## src/rtl/bp_pkg.sv

```systemverilog
// Shared constants and counter helpers for the branch history table.
package bp_pkg;

    localparam int MODE_BIMODAL = 0;
    localparam int MODE_GSHARE  = 1;

    // Weakly not-taken: one below the taken threshold.
    function automatic logic [3:0] ctr_init(input int ctr_bits);
        return 4'((1 << (ctr_bits - 1)) - 1);
    endfunction

    function automatic logic [3:0] sat_step(input logic [3:0] ctr, input logic up,
                                            input int ctr_bits);
        logic [3:0] max;
        max = 4'((1 << ctr_bits) - 1);
        if (up)
            return (ctr == max) ? ctr : ctr + 4'd1;
        return (ctr == 4'd0) ? ctr : ctr - 4'd1;
    endfunction

endpackage

```

## src/rtl/branch_pred_table_if.sv

```systemverilog
// DEC lookup, EX resolution and statistics signals of the branch history table.
interface branch_pred_table_if #(
    parameter int XLEN     = 32,
    parameter int IDX_W    = 4,
    parameter int GHR_BITS = 4,
    parameter int STAT_W   = 32
);
    logic                stall;
    logic [XLEN-1:0]     pred_pc;
    logic                pred_taken;
    logic [IDX_W-1:0]    pred_idx;
    logic                upd_en;
    logic [IDX_W-1:0]    upd_idx;
    logic                upd_taken;
    logic                upd_mispred;
    logic [GHR_BITS-1:0] ghr;
    logic [STAT_W-1:0]   stat_branch;
    logic [STAT_W-1:0]   stat_mispred;

    modport master (
        output stall, pred_pc, upd_en, upd_idx, upd_taken, upd_mispred,
        input  pred_taken, pred_idx, ghr, stat_branch, stat_mispred
    );

    modport slave (
        input  stall, pred_pc, upd_en, upd_idx, upd_taken, upd_mispred,
        output pred_taken, pred_idx, ghr, stat_branch, stat_mispred
    );
endinterface

```

## src/rtl/bp_stat_counter.sv

```systemverilog
// Saturating event counter with asynchronous active-low clear.
module bp_stat_counter #(
    parameter int W = 32
) (
    input  logic         clk,
    input  logic         reset_n,
    input  logic         i_inc,
    output logic [W-1:0] o_cnt
);
    logic [W-1:0] r_cnt;

    always_ff @(posedge clk or negedge reset_n) begin
        if (!reset_n)
            r_cnt <= '0;
        else if (i_inc && !(&r_cnt))
            r_cnt <= r_cnt + W'(1);
    end

    assign o_cnt = r_cnt;
endmodule

```

## src/rtl/branch_pred_table.sv

```systemverilog
// PC-indexed saturating-counter branch predictor (bimodal or gshare) with statistics.
module branch_pred_table
    import bp_pkg::*;
#(
    parameter int XLEN     = 32,
    parameter int ENTRIES  = 16,
    parameter int CTR_BITS = 2,
    parameter int MODE     = MODE_BIMODAL,
    parameter int GHR_BITS = 4,
    parameter int STAT_W   = 32,
    localparam int IDX_W   = $clog2(ENTRIES)
) (
    input  logic                 clk,
    input  logic                 reset_n,
    branch_pred_table_if.slave   bus
);
    if (ENTRIES < 2 || (ENTRIES & (ENTRIES - 1)) != 0) begin : g_bad_entries
        $error("branch_pred_table: ENTRIES must be a power of two >= 2");
    end
    if (CTR_BITS < 1 || CTR_BITS > 4) begin : g_bad_ctr
        $error("branch_pred_table: CTR_BITS must be 1..4");
    end
    if (GHR_BITS < 1 || GHR_BITS > IDX_W) begin : g_bad_ghr
        $error("branch_pred_table: GHR_BITS must be 1..IDX_W");
    end

    logic                              w_upd;
    logic [IDX_W-1:0]                  w_pc_idx;
    logic [IDX_W-1:0]                  w_idx;
    logic [ENTRIES-1:0][CTR_BITS-1:0]  w_table;
    logic [GHR_BITS-1:0]               r_ghr;
    logic                              w_unused_pc;

    assign w_upd       = bus.upd_en && !bus.stall;
    assign w_pc_idx    = bus.pred_pc[IDX_W+1:2];
    assign w_unused_pc = ^{bus.pred_pc[XLEN-1:IDX_W+2], bus.pred_pc[1:0]};
    assign w_idx       = (MODE == MODE_GSHARE) ? (w_pc_idx ^ IDX_W'(r_ghr)) : w_pc_idx;

    // No bypass: lookup always sees the pre-edge counter and history.
    assign bus.pred_idx   = w_idx;
    assign bus.pred_taken = w_table[w_idx][CTR_BITS-1];
    assign bus.ghr        = r_ghr;

    for (genvar e = 0; e < ENTRIES; e++) begin : g_ent
        logic [CTR_BITS-1:0] r_ctr;

        always_ff @(posedge clk or negedge reset_n) begin
            if (!reset_n)
                r_ctr <= CTR_BITS'(ctr_init(CTR_BITS));
            else if (w_upd && bus.upd_idx == IDX_W'(e))
                r_ctr <= CTR_BITS'(sat_step(4'(r_ctr), bus.upd_taken, CTR_BITS));
        end

        assign w_table[e] = r_ctr;
    end

    // History only tracks resolved outcomes; bimodal keeps it at zero.
    always_ff @(posedge clk or negedge reset_n) begin
        if (!reset_n)
            r_ghr <= '0;
        else if (w_upd && MODE == MODE_GSHARE)
            r_ghr <= (r_ghr << 1) | GHR_BITS'(bus.upd_taken);
    end

    bp_stat_counter #(.W(STAT_W)) u_stat_branch (
        .clk     (clk),
        .reset_n (reset_n),
        .i_inc   (w_upd),
        .o_cnt   (bus.stat_branch)
    );

    bp_stat_counter #(.W(STAT_W)) u_stat_mispred (
        .clk     (clk),
        .reset_n (reset_n),
        .i_inc   (w_upd && bus.upd_mispred),
        .o_cnt   (bus.stat_mispred)
    );
endmodule

```

## src/flat_wrapper.sv

```systemverilog
// flat-port wrapper written by rule: the top's interface ports become plain ports
module branch_pred_table_flat import bp_pkg::*;
#(
    parameter int XLEN     = 32,
    parameter int ENTRIES  = 16,
    parameter int CTR_BITS = 2,
    parameter int MODE     = MODE_BIMODAL,
    parameter int GHR_BITS = 4,
    parameter int STAT_W   = 32,
    localparam int IDX_W   = $clog2(ENTRIES)
)
  (clk, reset_n, bus_stall, bus_pred_pc, bus_upd_en, bus_upd_idx, bus_upd_taken, bus_upd_mispred, bus_pred_taken, bus_pred_idx, bus_ghr, bus_stat_branch, bus_stat_mispred);
  branch_pred_table_if #(.XLEN(XLEN), .IDX_W(4), .GHR_BITS(GHR_BITS), .STAT_W(STAT_W)) bus_i ();
  input  logic clk;
  input  logic reset_n;
  input wire logic [$bits(bus_i.stall)-1:0] bus_stall;
  input wire logic [$bits(bus_i.pred_pc)-1:0] bus_pred_pc;
  input wire logic [$bits(bus_i.upd_en)-1:0] bus_upd_en;
  input wire logic [$bits(bus_i.upd_idx)-1:0] bus_upd_idx;
  input wire logic [$bits(bus_i.upd_taken)-1:0] bus_upd_taken;
  input wire logic [$bits(bus_i.upd_mispred)-1:0] bus_upd_mispred;
  output wire logic [$bits(bus_i.pred_taken)-1:0] bus_pred_taken;
  output wire logic [$bits(bus_i.pred_idx)-1:0] bus_pred_idx;
  output wire logic [$bits(bus_i.ghr)-1:0] bus_ghr;
  output wire logic [$bits(bus_i.stat_branch)-1:0] bus_stat_branch;
  output wire logic [$bits(bus_i.stat_mispred)-1:0] bus_stat_mispred;
  assign bus_i.stall = bus_stall;
  assign bus_i.pred_pc = bus_pred_pc;
  assign bus_i.upd_en = bus_upd_en;
  assign bus_i.upd_idx = bus_upd_idx;
  assign bus_i.upd_taken = bus_upd_taken;
  assign bus_i.upd_mispred = bus_upd_mispred;
  assign bus_pred_taken = bus_i.pred_taken;
  assign bus_pred_idx = bus_i.pred_idx;
  assign bus_ghr = bus_i.ghr;
  assign bus_stat_branch = bus_i.stat_branch;
  assign bus_stat_mispred = bus_i.stat_mispred;
  branch_pred_table #(.XLEN(XLEN), .ENTRIES(ENTRIES), .CTR_BITS(CTR_BITS), .MODE(MODE), .GHR_BITS(GHR_BITS), .STAT_W(STAT_W)) u_core (.clk(clk), .reset_n(reset_n), .bus(bus_i));
endmodule
```

## config.mk

```make
export PLATFORM = sky130hd
export DESIGN_NAME = branch_pred_table_flat
export DESIGN_NICKNAME = d
export VERILOG_FILES = /design/src/rtl/bp_pkg.sv /design/src/rtl/branch_pred_table_if.sv /design/src/rtl/bp_stat_counter.sv /design/src/rtl/branch_pred_table.sv /design/src/flat_wrapper.sv
export SDC_FILE = /design/constraint.sdc
export NUM_CORES = 1
export LEC_CHECK = 0
export BUFFER_PORTS_ARGS = -buffer_cell sky130_fd_sc_hd__buf_2
export CAP_MARGIN = 40
export CORE_MARGIN = 2
export CORE_UTILIZATION = 54
export DETAILED_ROUTE_END_ITERATION = 12
export GPL_TIMING_DRIVEN = 0
export PLACE_DENSITY = 0.8
export SKIP_CTS_REPAIR_TIMING = 1
export SLEW_MARGIN = 20
export SYNTH_ARGS = -nofsm -noshare
export SYNTH_HDL_FRONTEND = slang
export SYNTH_SLANG_ARGS = --single-unit
```

## constraint.sdc

```tcl
create_clock -name clk -period 2.4 [get_ports clk]
set_input_delay 0 -clock clk [delete_from_list [all_inputs] [get_ports clk]]
set_output_delay 0 -clock clk [all_outputs]
set_load 0.05 [all_outputs]
```

==> impl_metrics.toml <==
[route]
ant_nets = 0
via_per_inst = 5.97
drc_errors = 0
wl_um = 11500
drt_first_iter_violations = 320
wl_per_cell_um = 15.9
first_pass_iters = 5
vias = 4307

[cells_and_area]
multi_input_area_um2 = 2470
layout-drive-gt1-share = 0.239
area_growth_pct = 15.2
antenna_cells = 0
nFillCells = 745
regArea_um2 = 2420
nets = 651

[yosys]
synth.cell_area_um2 = 5050
synth_most_common_cell = "dfrtp_1"
yosys-top-cells-area = "dfrtp_1, dfstp_2, xnor2_1"
ys_seq_area_frac = 0.480
async_reset_ff_frac = 1.00
yosysTopAreaCellShare = 0.396
syn_inst = 511
synth_ff_type = "dfrtp_1"
yosysTopAreaCell = "dfrtp_1"
synth.cells.most_frequent = "dfrtp_1, o21ai_0, nand2_1"
synth_edf_count = 0
ys_seq_elements = 96
synth_area_per_cell_um2 = 9.88
synth.distinct_cells = 52
synth_warnings = 4

[timing]
finalSetupViolations = 0
setup_tns_ns = 0
maxSlewViolCount = 0
worst_clock_skew_ns = 0.0159
finalCriticalPeriod_ns = 2.20
grt_setup_unrepaired = "false"
finalHoldViolations = 0
worst_slew_pin_slew_ns = 0.709
worst_slack_ns = 0.201
fin_crit_sh = 0.916
slew_headroom = 0.526
max_freq_mhz = 455

[worst_setup_path]
setup.reg_to_reg.worst_slack_ns = 0.20
cp-end-kind = "register"
ff2ff_path_depth = 6
rr_startpoint = "u_core.u_stat_branch.o_cnt[0]"
worstPathArrival_ns = 2.48
crit_required_ns = 2.68
slowest_delay_ns = 0.62
r2r_end = "u_core.u_stat_branch.o_cnt[28]"
crit_chain = "ha_1, and2_2, or3b_1, or4_4, nor2_2, xor2_1"
path_class = "reg2reg"
crit_fanout = 5
slowest_stage = "or4_4"
cp-start-kind = "register"

[clock_network]
cts_sinks = 96
cts_max_level = 3
cts_buffers = 9
clockBufferDepth = 2
clockRootBuffer = "clkbuf_8"
path_clk_slew_ns = 0.10
cts_tree = "yes"
clkLatencyLatePin_ns = 0.35

[die]
die_w_um = 101
dieArea_um2 = 10100
core_um2 = 9150
initial_core_util = 0.552
core.rowCount = 35
ioPinCount = 115
die_y_um = 101

[global_routing]
grt_pass1_vias = 3974
grt_overflow = 0
grt_pass1_wl_um = 19100
grt_max_degree = 81
antenna_found_initial = 0
grt_usage = 0.234

[power]
p_int_uw = 2440
p_leak_uw = 0.00263
pwr-share-clk = 0.254
power_density_nw_per_um2 = 644
seq_power_share = 0.526
swShare = 0.349
ir_drop_uv = 719
combPwrFrac = 0.220
p_switching_uw = 1310

[flow_run]
cap_violations = 0

[min_path]
min_path_type = "in2reg"
min_to = "u_core.g_ent[9].r_ctr[1]"
whs_path_depth = 3
min_from = "bus_upd_taken"

[placement]
dpl.hpwl_um = 8390
port_buffers = 80
dpl_worst_slack_ns = 0.197
place_congestion = 0.901

[status]
status = "completed"
[power by group through the flow]
stage	sequential [uW]	combinational (uW)	clock [uW]
global placement	1980	797	0
detailed placement	1990	826	0
global route	2000	889	1050
CTS	1970	828	976
floorplan	2280	292	0
finish	1970	824	953
[through the flow]
stage                      util  hold slack (ns)  instances  power, uW  instance area, um^2
after floorplan               -           -0.296        514       2570                 5060
after global placement    0.612            0.398        705       2780                 5600
after detailed placement  0.616           -0.156        706       2820                 5640
after CTS                 0.634           -0.545        721       3770                 5810
after global routing      0.636           0.0441        722       3930                 5820
final                     0.636           0.0438        722       3750                 5820
[sequential cells by signal (all words and copies together) (netlist names)]
signal and flops:
u_core.g_ent.r_ctr 32, u_core.u_stat_mispred.o_cnt 32, u_core.u_stat_branch.o_cnt 32
[worst max-delay path, delay by kind of cell, from the launching register on]
family | cells | cell delay (ns)
flops | 1 | 0.41
xor+xnor | 1 | 0.16
simple gates | 4 | 1.39
fa+ha+maj | 1 | 0.18
[logic make-up after synthesis]
logic type / synth area share
AOI/OAI and AO/OA: 0.107
xor gates and xnor gates: 0.0988
adders and majority gates: 0.00694
buffers and inverters: 0.0344
DFF: 0.480
muxes: 0.0389
other: 0.000742
and+or+nand+nor: 0.234
[area by class of cell]
| class | count | area share |
|---|---|---|
| sequential | 96 | 0.417 |
| buffer | 20 | 0.0196 |
| clock inverter | 4 | 0.00495 |
| inverter | 15 | 0.00968 |
| clock buffer | 11 | 0.0243 |
| timing repair buffer | 83 | 0.0772 |
| multi-input combinational | 382 | 0.424 |
| tap | 111 | 0.0239 |
[placed cells by master (no fill, tap or decap), drive strengths merged, types with 8 or more instances in the layout]
cell,count
nand3,33
nand4,20
and4,8
a21oi,24
clkbuf,21
and3,12
inv,16
nor3,21
nand2,42
nor4,10
dfrtp,80
xor2,27
buf,92
xnor2,30
dfstp,16
o21ai,47
nor2,30
[worst max-delay path by stage]
| stage | startpoint | end | slack [ns] |
|---|---|---|---|
| 2_1_floorplan | u_core.u_stat_branch.o_cnt[1] | u_core.u_stat_branch.o_cnt[26] | 0.006 |
| 3_3_place_gp | reset_n | u_core.u_stat_branch.o_cnt[0] | 0.26 |
| 3_5_place_dp | u_core.u_stat_mispred.o_cnt[0] | u_core.u_stat_mispred.o_cnt[3] | 0.20 |
| 4_1_cts | u_core.u_stat_mispred.o_cnt[0] | u_core.u_stat_mispred.o_cnt[7] | 0.17 |
| 5_1_grt | u_core.u_stat_mispred.o_cnt[0] | u_core.u_stat_mispred.o_cnt[28] | 0.08 |
| 6_report | u_core.u_stat_branch.o_cnt[0] | u_core.u_stat_branch.o_cnt[28] | 0.20 |
[layer usage]
layer	vias to the layer above	part of all wire	GRT usage	routed length (um)
met5	-	0	0	0
met4	0	0.020	0.0927	226
met3	17	0.071	0.0479	819
met2	175	0.49	0.365	5610
met1	2080	0.42	0.323	4850
li1	2035	-	-	-
(Power assumes the default switching activity.)
